`src/rtl/cmt_sumcheck_sequencer.sv`:
```
`default_nettype none
// ============================================================================
// Module  : cmt_sumcheck_sequencer
// Brief   : Prover-side control FSM ordering CMT sumcheck rounds with the verifier link.
// Revision: 1.0
// ============================================================================
module cmt_sumcheck_sequencer #(
  parameter int NLAYERS = 3,
  parameter int NROUNDS = 8,
  parameter int LBITS   = 4,
  parameter int RBITS   = 4,
  parameter int CBITS   = 4
) (
  input  logic             clk,
  input  logic             rstb,
  input  logic             start,
  input  logic             abort,
  output logic             eng_go,
  output logic             eng_is_h,
  input  logic             eng_done,
  output logic             tx_valid,
  input  logic             tx_ready,
  output logic [CBITS-1:0] tx_cmd,
  output logic             rx_req,
  output logic [CBITS-1:0] rx_cmd,
  input  logic             rx_valid,
  output logic             rx_load,
  output logic [LBITS-1:0] layer,
  output logic [RBITS-1:0] round,
  output logic             busy,
  output logic             done,
  output logic             err
);

  // Command codes mirror the CMT_* encodings of verifier_interface_defs.v.
  localparam logic [CBITS-1:0] c_CMD_F012 = CBITS'(1);
  localparam logic [CBITS-1:0] c_CMD_H    = CBITS'(2);
  localparam logic [CBITS-1:0] c_CMD_Q0   = CBITS'(3);
  localparam logic [CBITS-1:0] c_CMD_R    = CBITS'(4);
  localparam logic [CBITS-1:0] c_CMD_QI   = CBITS'(5);

  localparam logic [LBITS-1:0] c_LAST_LAYER = LBITS'(NLAYERS - 1);
  localparam logic [RBITS-1:0] c_LAST_ROUND = RBITS'(NROUNDS - 1);

  typedef enum logic [2:0] {
    S_IDLE    = 3'd0,
    S_GET_Q0  = 3'd1,
    S_COMPUTE = 3'd2,
    S_SEND    = 3'd3,
    S_GET_R   = 3'd4,
    S_GET_QI  = 3'd5,
    S_FINISH  = 3'd6
  } state_t;

  state_t           r_state;
  logic [LBITS-1:0] r_layer;
  logic [RBITS-1:0] r_round;
  logic             r_eng_go;
  logic             r_eng_is_h;
  logic             r_tx_valid;
  logic [CBITS-1:0] r_tx_cmd;
  logic             r_rx_req;
  logic [CBITS-1:0] r_rx_cmd;
  logic             r_done;
  logic             r_err;

  logic w_proto_err;

  assign w_proto_err = (rx_valid && !r_rx_req) || (eng_done && (r_state != S_COMPUTE));

  always_ff @(posedge clk) begin
    if (!rstb) begin
      r_state    <= S_IDLE;
      r_layer    <= '0;
      r_round    <= '0;
      r_eng_go   <= 1'b0;
      r_eng_is_h <= 1'b0;
      r_tx_valid <= 1'b0;
      r_tx_cmd   <= '0;
      r_rx_req   <= 1'b0;
      r_rx_cmd   <= '0;
      r_done     <= 1'b0;
      r_err      <= 1'b0;
    end else begin
      r_eng_go <= 1'b0;
      r_done   <= 1'b0;
      if (abort || w_proto_err) begin
        // Abort wins over a protocol error in the same cycle and leaves err alone.
        r_state    <= S_IDLE;
        r_eng_is_h <= 1'b0;
        r_tx_valid <= 1'b0;
        r_tx_cmd   <= '0;
        r_rx_req   <= 1'b0;
        r_rx_cmd   <= '0;
        if (!abort) r_err <= 1'b1;
      end else begin
        case (r_state)
          S_IDLE: begin
            if (start) begin
              r_state  <= S_GET_Q0;
              r_layer  <= '0;
              r_round  <= '0;
              r_err    <= 1'b0;
              r_rx_req <= 1'b1;
              r_rx_cmd <= c_CMD_Q0;
            end
          end
          S_GET_Q0: begin
            if (rx_valid) begin
              r_state    <= S_COMPUTE;
              r_rx_req   <= 1'b0;
              r_rx_cmd   <= '0;
              r_eng_is_h <= 1'b0;
              r_eng_go   <= 1'b1;
            end
          end
          S_COMPUTE: begin
            if (eng_done) begin
              r_state    <= S_SEND;
              r_tx_valid <= 1'b1;
              r_tx_cmd   <= r_eng_is_h ? c_CMD_H : c_CMD_F012;
            end
          end
          S_SEND: begin
            if (tx_ready) begin
              r_tx_valid <= 1'b0;
              r_tx_cmd   <= '0;
              if (!r_eng_is_h) begin
                r_state  <= S_GET_R;
                r_rx_req <= 1'b1;
                r_rx_cmd <= c_CMD_R;
              end else if (r_layer == c_LAST_LAYER) begin
                r_state    <= S_FINISH;
                r_done     <= 1'b1;
                r_eng_is_h <= 1'b0;
              end else begin
                // Layer advances here so the Qi request already names the next layer.
                r_state  <= S_GET_QI;
                r_layer  <= r_layer + LBITS'(1);
                r_rx_req <= 1'b1;
                r_rx_cmd <= c_CMD_QI;
              end
            end
          end
          S_GET_R: begin
            if (rx_valid) begin
              r_state  <= S_COMPUTE;
              r_rx_req <= 1'b0;
              r_rx_cmd <= '0;
              r_eng_go <= 1'b1;
              if (r_round == c_LAST_ROUND) begin
                r_eng_is_h <= 1'b1;
              end else begin
                r_round    <= r_round + RBITS'(1);
                r_eng_is_h <= 1'b0;
              end
            end
          end
          S_GET_QI: begin
            if (rx_valid) begin
              r_state    <= S_COMPUTE;
              r_rx_req   <= 1'b0;
              r_rx_cmd   <= '0;
              r_round    <= '0;
              r_eng_is_h <= 1'b0;
              r_eng_go   <= 1'b1;
            end
          end
          S_FINISH: r_state <= S_IDLE;
          default:  r_state <= S_IDLE;
        endcase
      end
    end
  end

  assign eng_go   = r_eng_go;
  assign eng_is_h = r_eng_is_h;
  assign tx_valid = r_tx_valid;
  assign tx_cmd   = r_tx_cmd;
  assign rx_req   = r_rx_req;
  assign rx_cmd   = r_rx_cmd;
  assign rx_load  = r_rx_req && rx_valid;
  assign layer    = r_layer;
  assign round    = r_round;
  assign busy     = (r_state != S_IDLE);
  assign done     = r_done;
  assign err      = r_err;

endmodule
`default_nettype wire

```
`config.mk`:
```
export PLATFORM = sky130hd
export DESIGN_NAME = cmt_sumcheck_sequencer
export DESIGN_NICKNAME = d
export VERILOG_FILES = /design/src/rtl/cmt_sumcheck_sequencer.sv
export SDC_FILE = /design/constraint.sdc
export NUM_CORES = 1
export LEC_CHECK = 0
export CAP_MARGIN = 15
export CORE_MARGIN = 4
export CORE_UTILIZATION = 53
export CTS_CLUSTER_SIZE = 12
export DETAILED_ROUTE_END_ITERATION = 12
export PLACE_DENSITY = 0.95
export SYNTH_ARGS = -nofsm -noshare
export SYNTH_HDL_FRONTEND = slang
export SYNTH_SLANG_ARGS = --single-unit
```
`constraint.sdc`:
```
create_clock -name clk -period 2.53 [get_ports clk]
set_input_delay 0.253 -clock clk [delete_from_list [all_inputs] [get_ports clk]]
set_output_delay 0.253 -clock clk [all_outputs]
set_load 0.01 [all_outputs]
```
Yosys cells after proc, flatten, opt, wreduce, memory -nomap -nowiden --
Index checks and enable logic that the tools add are counted. W data, S select, Z words.
Word-level totals: register bits after elaboration 25, output and inout port bits 24, word-level logic and storage cells 112
Operators by class: add/subtract/negate cells 2, eq/ne operators 20, multiplexer cells 46, bitwise operators 6, reduce and logical (&&, ||, !) cells 27
Operators by type and width (count):
- $mux W4 | 13
- $pmux W4 S3 | 2
- $mux W1 | 18
- $ne A2 B2 Y1 const B | 9
- $pmux W4 S2 | 2
- $mux W3 | 4
- $pmux W3 S4 | 1
- $reduce_and A6 Y1 | 2
- $reduce_bool A3 Y1 | 4
- $add A4 B1 Y4 const B | 2
- $reduce_and A4 Y1 | 2
- $reduce_bool A2 Y1 | 4
- $eq A3 B2 Y1 const B | 2
- $eq A3 B3 Y1 const B | 2
- $mux W2 | 3
- $not A1 Y1 | 6
- $pmux W1 S3 | 2
- $reduce_and A3 Y1 | 2
- $reduce_or A3 Y1 | 2
- $reduce_and A5 Y1 | 1
- $reduce_or A5 Y1 | 1
- $eq A4 B2 Y1 const B | 1
- $eq A4 B3 Y1 const B | 1
- $ne A2 B1 Y1 const B | 2
- other kinds (9) | 13

Longest topological paths before layout --
Gate-level depths: netlist of the first run.
depth after elaboration 6, gate-level depth with buffers 6

Worst setup path after synthesis of the first run --
OpenSTA, ideal clock, no wires.
path type reg2reg, from reg r_state[0], to reg r_state[1], arrival 1.568 ns, required time 2.458 ns, setup slack 0.890 ns, stages on the path, launching flop included 5, buffers on the path 1, cell sequence dfxtp_1 > clkbuf_1 > mux2_2 > or3b_2 > a21oi_1
On the way: cells in the longest elaborated chain, start to end 5
RTL lines:
- start, declared | RTL line 55 | state_t r_state;
- start signal, assigned | RTL line 73 | r_state <= S_IDLE;
- start signal, assigned | RTL line 89 | r_state <= S_IDLE;
- start signal, assigned | RTL line 100 | r_state <= S_GET_Q0;
- branches (longest 5 deep; another with $reduce_and A4 Y1)
Several ways; the timed one is not identified. A chain may end at the register's enable or synchronous reset.

Worst setup path after layout of the first run --
from reg r_state[1], to out busy
On the way: cells in the longest elaborated chain, start to end 1
RTL lines:
- $reduce_bool A3 Y1 | RTL line 185 | assign busy = (r_state != S_IDLE);
- end, declared | RTL line 30 | output logic busy,
No other way between the ends.

==> results of run 1 <==
state kept, by name (all words and copies together) (netlist names):
register  cells
round         4
r_state       3
eng_go        1
tx_valid      1
err           1
rx_cmd        3
layer         4
tx_cmd        2
eng_is_h      1
rx_req        1
done          1
final timing paths:
check / slack (ns) / end / start
worst min register to register: 0.46 / tx_cmd[1]$_SDFFE_PP0P_ / tx_cmd[1]$_SDFFE_PP0P_
worst max register to register: 0.45 / r_state[0]$_SDFFE_PP0P_ / r_state[1]$_SDFFE_PP0P_
worst min-delay path: 0.46 / tx_cmd[1]$_SDFFE_PP0P_ / tx_cmd[1]$_SDFFE_PP0P_
worst max-delay path: 0.42 / busy / r_state[1]$_SDFFE_PP0P_
power groups by stage:
| stage | sequential [W] | clock (W) | combinational (W) |
|---|---|---|---|
| floorplan | 0.000359 | 0 | 0.0000418 |
| global placement | 0.000359 | 0 | 0.0000623 |
| detailed placement | 0.000359 | 0 | 0.0000637 |
| CTS | 0.000351 | 0.000163 | 0.0000641 |
| global route | 0.000352 | 0.000176 | 0.0000697 |
| finish | 0.000351 | 0.000158 | 0.0000645 |
worst max-delay path, delay by kind of cell, from the launching register on:
family	cells	cell delay (ns)
buffers and inverters	2	0.72
AND/OR/NAND/NOR	1	0.36
flip-flops	1	0.46
area by class of cell:
cell class,count,area [sq um],share of cell area
clock buffers,3,22.5,0.0140
inverters,4,15.0,0.00935
multi-input cells,123,807,0.503
flip-flops and latches,22,440,0.274
well taps,28,35.0,0.0218
repair buffers,29,285,0.178
synthesized netlist by cell type, types with 4 or more instances:
library cell / number
nand2_1: 19
dfxtp_1: 22
nor2_1: 6
nor2b_1: 4
a21oi_1: 12
o21ai_0: 10
nand4_1: 4
mux2i_1: 5
clkbuf_1: 6
nand4b_1: 4
nand3_1: 8
inv_1: 4
cell usage in the layout, fill, tap and decap left out, types with 2 or more instances in the layout:
cell,instances
ha_1,3
mux2i_1,5
buf_4,2
nand4b_1,4
inv_1,4
nand4_1,4
nand3b_1,2
o22ai_1,2
clkdlybuf4s50_1,27
nand3_1,8
nand2b_1,2
and3_1,3
nor3_1,2
a41o_1,2
a21oi_1,12
conb_1,3
nor3b_1,3
nor2_1,6
o21ai_0,10
nor2b_1,4
dfxtp_1,22
and3b_1,2
or3b_2,2
and2_1,2
or3_1,2
clkbuf_4,3
nand2_1,19
per-layer routing:
| layer | vias up | track usage |
|---|---|---|
| met3 | 5 | 0.0334 |
| met4 | 0 | 0.0894 |
| li1 | 621 | - |
| met1 | 607 | 0.239 |
| met2 | 40 | 0.303 |
| met5 | - | 0 |
through the flow:
step / power, W / utilization / worst slack [ns] / hold slack (ns)
after floorplan: 0.000401 / - / 0.890 / 0.399
after global placement: 0.000421 / 0.695 / 0.436 / 0.441
after CTS: 0.000579 / 0.705 / 0.432 / 0.463
final: 0.000574 / 0.705 / 0.420 / 0.460
after global routing: 0.000598 / 0.705 / 0.363 / 0.477
after detailed placement: 0.000423 / 0.695 / 0.381 / 0.446
cells by family (layout without fill, tap and decap cells):
group | count (synthesis) | count (layout) | share of synthesized area
flip-flops | 22 | 22 | 0.337
buffers and inverters | 15 | 36 | 0.0526
multiplexers | 6 | 6 | 0.0468
AND/OR/NAND/NOR | 69 | 69 | 0.302
XOR/XNOR | 1 | 1 | 0.00669
other | 1 | 3 | 0.00287
AO/OA/AOI/OAI | 41 | 41 | 0.224
adder cells (fa/ha/maj) | 3 | 3 | 0.0287
==> results.json, run 1 <==
{
  "status": "finished clean",
  "hold_depth": 2,
  "drtAntennaViolNets": 0,
  "ff2ff_path_depth": 4,
  "maxCapViolations": 0,
  "core_sq_um": 2280,
  "met3_wirelength_um": 179,
  "max_freq_mhz": 474,
  "grt_pass1_wl_mm": 4.89,
  "synthArstFlopShare": 0,
  "cts_setup_buffers": 0,
  "ys_ff_latch": 22,
  "start_kind": "register",
  "yosys.area.top_type_share": 0.337,
  "syn-mean-instance-area_sq_um": 8.28,
  "avgRoutedWirePerCell_um": 14.8,
  "finalHoldViolations": 0,
  "grt_pass1_vias": 1094,
  "p_sw_frac": 0.247,
  "synthTopCellsByArea": "dfxtp_1, nand2_1, a21oi_1",
  "path_clk_slew_ns": 0.11,
  "clkSinkCount": 22,
  "synth_edf_count": 0,
  "p_sw_w": 0.000142,
  "critPathMaxFanout": 13,
  "clkPwrFrac": 0.276,
  "syn_area_sq_um": 1310,
  "cts_buffer_depth": 2,
  "start_util": 0.575,
  "grt_max_degree": 20,
  "area_growth_pct": 22.7,
  "ys.warnings.count": 0,
  "num_vias": 1273,
  "setup_tns_ns": 0,
  "yosysTopAreaCell": "dfxtp_1",
  "numCtsBuffers": 3,
  "die_w_um": 57.7,
  "clock-root-buffer": "clkbuf_4",
  "drc": 0,
  "cts_tree": "built",
  "track_usage": 0.187,
  "pwr-share-seq": 0.612,
  "vdd_ir_drop_max_mv": 0.296,
  "vias_per_cell": 6.09,
  "hp-class": "reg -> reg",
  "fp-row-count": 17,
  "die_h_um": 57.7,
  "design_area_sq_um": 1610,
  "place.gp.congestion": 0.911,
  "seq_area_frac_synth": 0.337,
  "slew_headroom": 0.654,
  "fill_cells": 187,
  "ys_types": 49,
  "period_needed_ns": 2.11,
  "p_leak_nw": 0.566,
  "ctsHoldBuffers": 0,
  "htreeDepth": 1,
  "first_pass_iters": 4,
  "crit_arrival_ns": 1.86,
  "crit_type": "reg -> out",
  "cp-end-kind": "output port",
  "die_area_sq_um": 3330,
  "cp_slowest_cell": "clkdlybuf4s50_1",
  "instances_no_fill": 209,
  "cp_cell_sequence": "buf_4 -> or3_1 -> clkdlybuf4s50_1",
  "wirelength_mm": 3.09,
  "wl_met2_mm": 1.45,
  "worst_pin_slew_ns": 0.519,
  "netlist_instances": 158,
  "cts_resized": 0,
  "max_stage_delay_ns": 0.50,
  "fin_crit_sh": 0.834,
  "m1WireLength_mm": 1.40,
  "drive_gt1_frac": 0.0663,
  "required_ns": 2.28,
  "setup_viol": 0,
  "skew_ns": 0.00124,
  "boundaryPins": 31,
  "hpwl_mm": 2.32,
  "synth-main-ff-cell": "dfxtp_1",
  "antenna_found_initial": 0,
  "topRoutingLayerUsed": "met4",
  "insertion_delay_ns": 0.31,
  "grt_setup_unrepaired": "false",
  "combPwrFrac": 0.112,
  "io_buffers": 27,
  "placed_area_sq_um": 1580,
  "finalNetCount": 193,
  "final_max_slew_viol_count": 0,
  "antenna_cells": 0,
  "power_density_nw_per_um2": 358,
  "drt_iter0_markers": 41,
  "cellInternalPower_w": 0.000432,
  "gr-total-overflow": 0,
  "placedCellCount": 206
}
Power figures use the tool's default switching activity.
==> inputs of run 2 (changes only) <==
CORE_UTILIZATION = 44   (was 53)
PLACE_DENSITY = 0.86   (was 0.95)
clock period = 1.8 ns   (was 2.53 ns; I/O delays follow)
==> run 2 against run 1 <==
Clock power rose by 74%. Sequential share of layout area fell by 2.7 points. Via count rose by 4.8%. Critical path depth did not move. Power rose by 54%. Clock skew rose by 0.0059 ns. Setup slack got worse by 0.34 ns. Count of clock-buffer cells in the layout rose by 1. Hold slack got worse by 0.0015 ns. Non-clock buffer count rose by 19. Sequential cell count did not move. Critical endpoint unchanged. Largest cell class unchanged. Largest power group unchanged.
==> results.json, run 2 (synthesis gave the netlist of run 1 again) <==
{
  "start_kind": "register",
  "path_buf_inv": 2,
  "die_h_um": 62.5,
  "io_buffers": 27,
  "design_area_sq_um": 1790,
  "worst_pin_slew_ns": 0.519,
  "boundaryPins": 31,
  "cp-end-kind": "output port",
  "crit_path_start": "r_state[2]$_SDFFE_PP0P_",
  "htreeDepth": 1,
  "clkSinkCount": 22,
  "finalNetCount": 212,
  "max_stage_delay_ns": 0.42,
  "required_ns": 1.62,
  "cp_slowest_cell": "or3_1",
  "fin_util": 0.637,
  "setup_viol": 0,
  "drtAntennaViolNets": 0,
  "first_pass_iters": 4,
  "timing.rr.end": "round[1]$_SDFFE_PN0P_",
  "crit_type": "reg -> out",
  "power_w": 0.000883,
  "area_growth_pct": 36.5,
  "num_vias": 1334,
  "numCtsBuffers": 3,
  "fp-row-count": 19,
  "m1WireLength_mm": 1.56,
  "drc": 0,
  "finalHoldViolations": 0,
  "grt_setup_unrepaired": "false",
  "layout_commonest_cell": "clkdlybuf4s50_1",
  "antenna_cells": 0,
  "wirelength_mm": 3.53,
  "path_clk_slew_ns": 0.11,
  "slew_headroom": 0.653,
  "vdd_ir_drop_max_mv": 0.405,
  "hpwl_mm": 2.60,
  "start_util": 0.467,
  "fin_crit_sh": 0.954,
  "drt_iter0_markers": 38,
  "ff2ff_path_depth": 5,
  "max_freq_mhz": 583,
  "vias_per_cell": 5.75,
  "critPathMaxFanout": 10,
  "clock-root-buffer": "clkbuf_4",
  "cts_tree": "built",
  "hp-class": "reg -> reg",
  "layout_common_cells": "clkdlybuf4s50_1, dfxtp_1, nand2_1, buf_4, a21oi_1",
  "final_max_slew_viol_count": 0,
  "grt_max_degree": 23,
  "grt_pass1_wl_mm": 5.84,
  "hold_slack_ns": 0.458,
  "met3_wirelength_um": 242,
  "power_density_nw_per_um2": 494,
  "place.gp.congestion": 0.944,
  "antenna_found_initial": 0,
  "grt_pass1_vias": 1288,
  "r2r_slack_ns": 0.11,
  "die_area_sq_um": 3910,
  "maxCapViolations": 0,
  "core_sq_um": 2810,
  "ctsHoldBuffers": 0,
  "cts_buffer_depth": 2,
  "p_leak_nw": 0.682,
  "cp.depth": 3,
  "placedCellCount": 225,
  "skew_ns": 0.00718,
  "instances_no_fill": 232,
  "placed_area_sq_um": 1720,
  "drive_gt1_frac": 0.169,
  "crit_arrival_ns": 1.54,
  "gr-total-overflow": 0,
  "period_needed_ns": 1.72,
  "avgRoutedWirePerCell_um": 15.2,
  "insertion_delay_ns": 0.31,
  "status": "finished clean",
  "cp_cell_sequence": "buf_4 -> or3_1 -> dlygate4sd2_1",
  "die_w_um": 62.5,
  "wl_met2_mm": 1.65,
  "critPathCapture": "busy",
  "cp_top_family": "buffers and inverters",
  "track_usage": 0.183,
  "rr_startpoint": "r_state[1]$_SDFFE_PP0P_",
  "topRoutingLayerUsed": "met4"
}
[run 2: cell types whose count changed in the layout (fill, tap and decap cells not counted), sizes merged]
| cell | change |
|---|---|
| buf | +19 |
| clkbuf | +1 |
| clkdlybuf4s50 | -1 |
| dlygate4sd2 | +1 |
[run 2: worst min path at each step]
| stage | start | cells after the start | endpoint |
|---|---|---|---|
| 2_1_floorplan | tx_ready | 1 | done$_SDFF_PP0_ |
| 3_3_place_gp | tx_cmd[1]$_SDFFE_PP0P_ | 2 | tx_cmd[1]$_SDFFE_PP0P_ |
| 3_5_place_dp | tx_valid$_SDFFE_PP0P_ | 2 | tx_valid$_SDFFE_PP0P_ |
| 4_1_cts | tx_valid$_SDFFE_PP0P_ | 2 | tx_valid$_SDFFE_PP0P_ |
| 5_1_grt | tx_valid$_SDFFE_PP0P_ | 2 | tx_valid$_SDFFE_PP0P_ |
| 6_report | tx_cmd[1]$_SDFFE_PP0P_ | 2 | tx_cmd[1]$_SDFFE_PP0P_ |
[run 2: layout make-up]
| cell class | count | area [sq um] |
|---|---|---|
| Multi-Input combinational cell | 123 | 812 |
| Inverter | 4 | 15.0 |
| Sequential cell | 22 | 442 |
| Fill cell | 261 | 1020 |
| Timing Repair Buffer | 48 | 443 |
| Clock buffer | 4 | 36.3 |
| Tap cell | 31 | 38.8 |
[run 2: report_power, final]
part | internal [W] | switching [W]
Sequential | 0.000490 | 0.00000204
Clock | 0.000124 | 0.000151
Combinational | 0.0000568 | 0.0000593
Total | 0.000671 | 0.000212
[run 2: per-layer routing]
layer | GRT usage | vias to the layer above
li1 | - | 659
met1 | 0.232 | 626
met2 | 0.301 | 41
met3 | 0.0342 | 8
met4 | 0.0771 | 0
met5 | 0 | -
[run 2: stage by stage]
step,setup WS (ns),setup TNS (ns)
after floorplan,0.160,0
after global placement,-0.0722,-0.306
after detailed placement,-0.103,-0.261
after CTS,0.0275,0
after global routing,0.0134,0
final,0.0833,0
[run 2: tightest hold or removal path, cell delays in order (launching register included)]
cell     delay, ns
dfxtp_1       0.33
nand2_1       0.05
a21oi_1       0.05
[run 2: what timing repair did]
action                     CTS  global route
setup endpoints to repair    3            12
gates resized for setup      2             4
pin swaps                    0             2
buffers inserted             0             3
==> inputs of run 3 (changes only) <==
ABC_CLOCK_PERIOD_IN_PS = 1800   (was default)
==> results of run 3 <==
Final layout, timing and power as in run 2 (identical DEF).
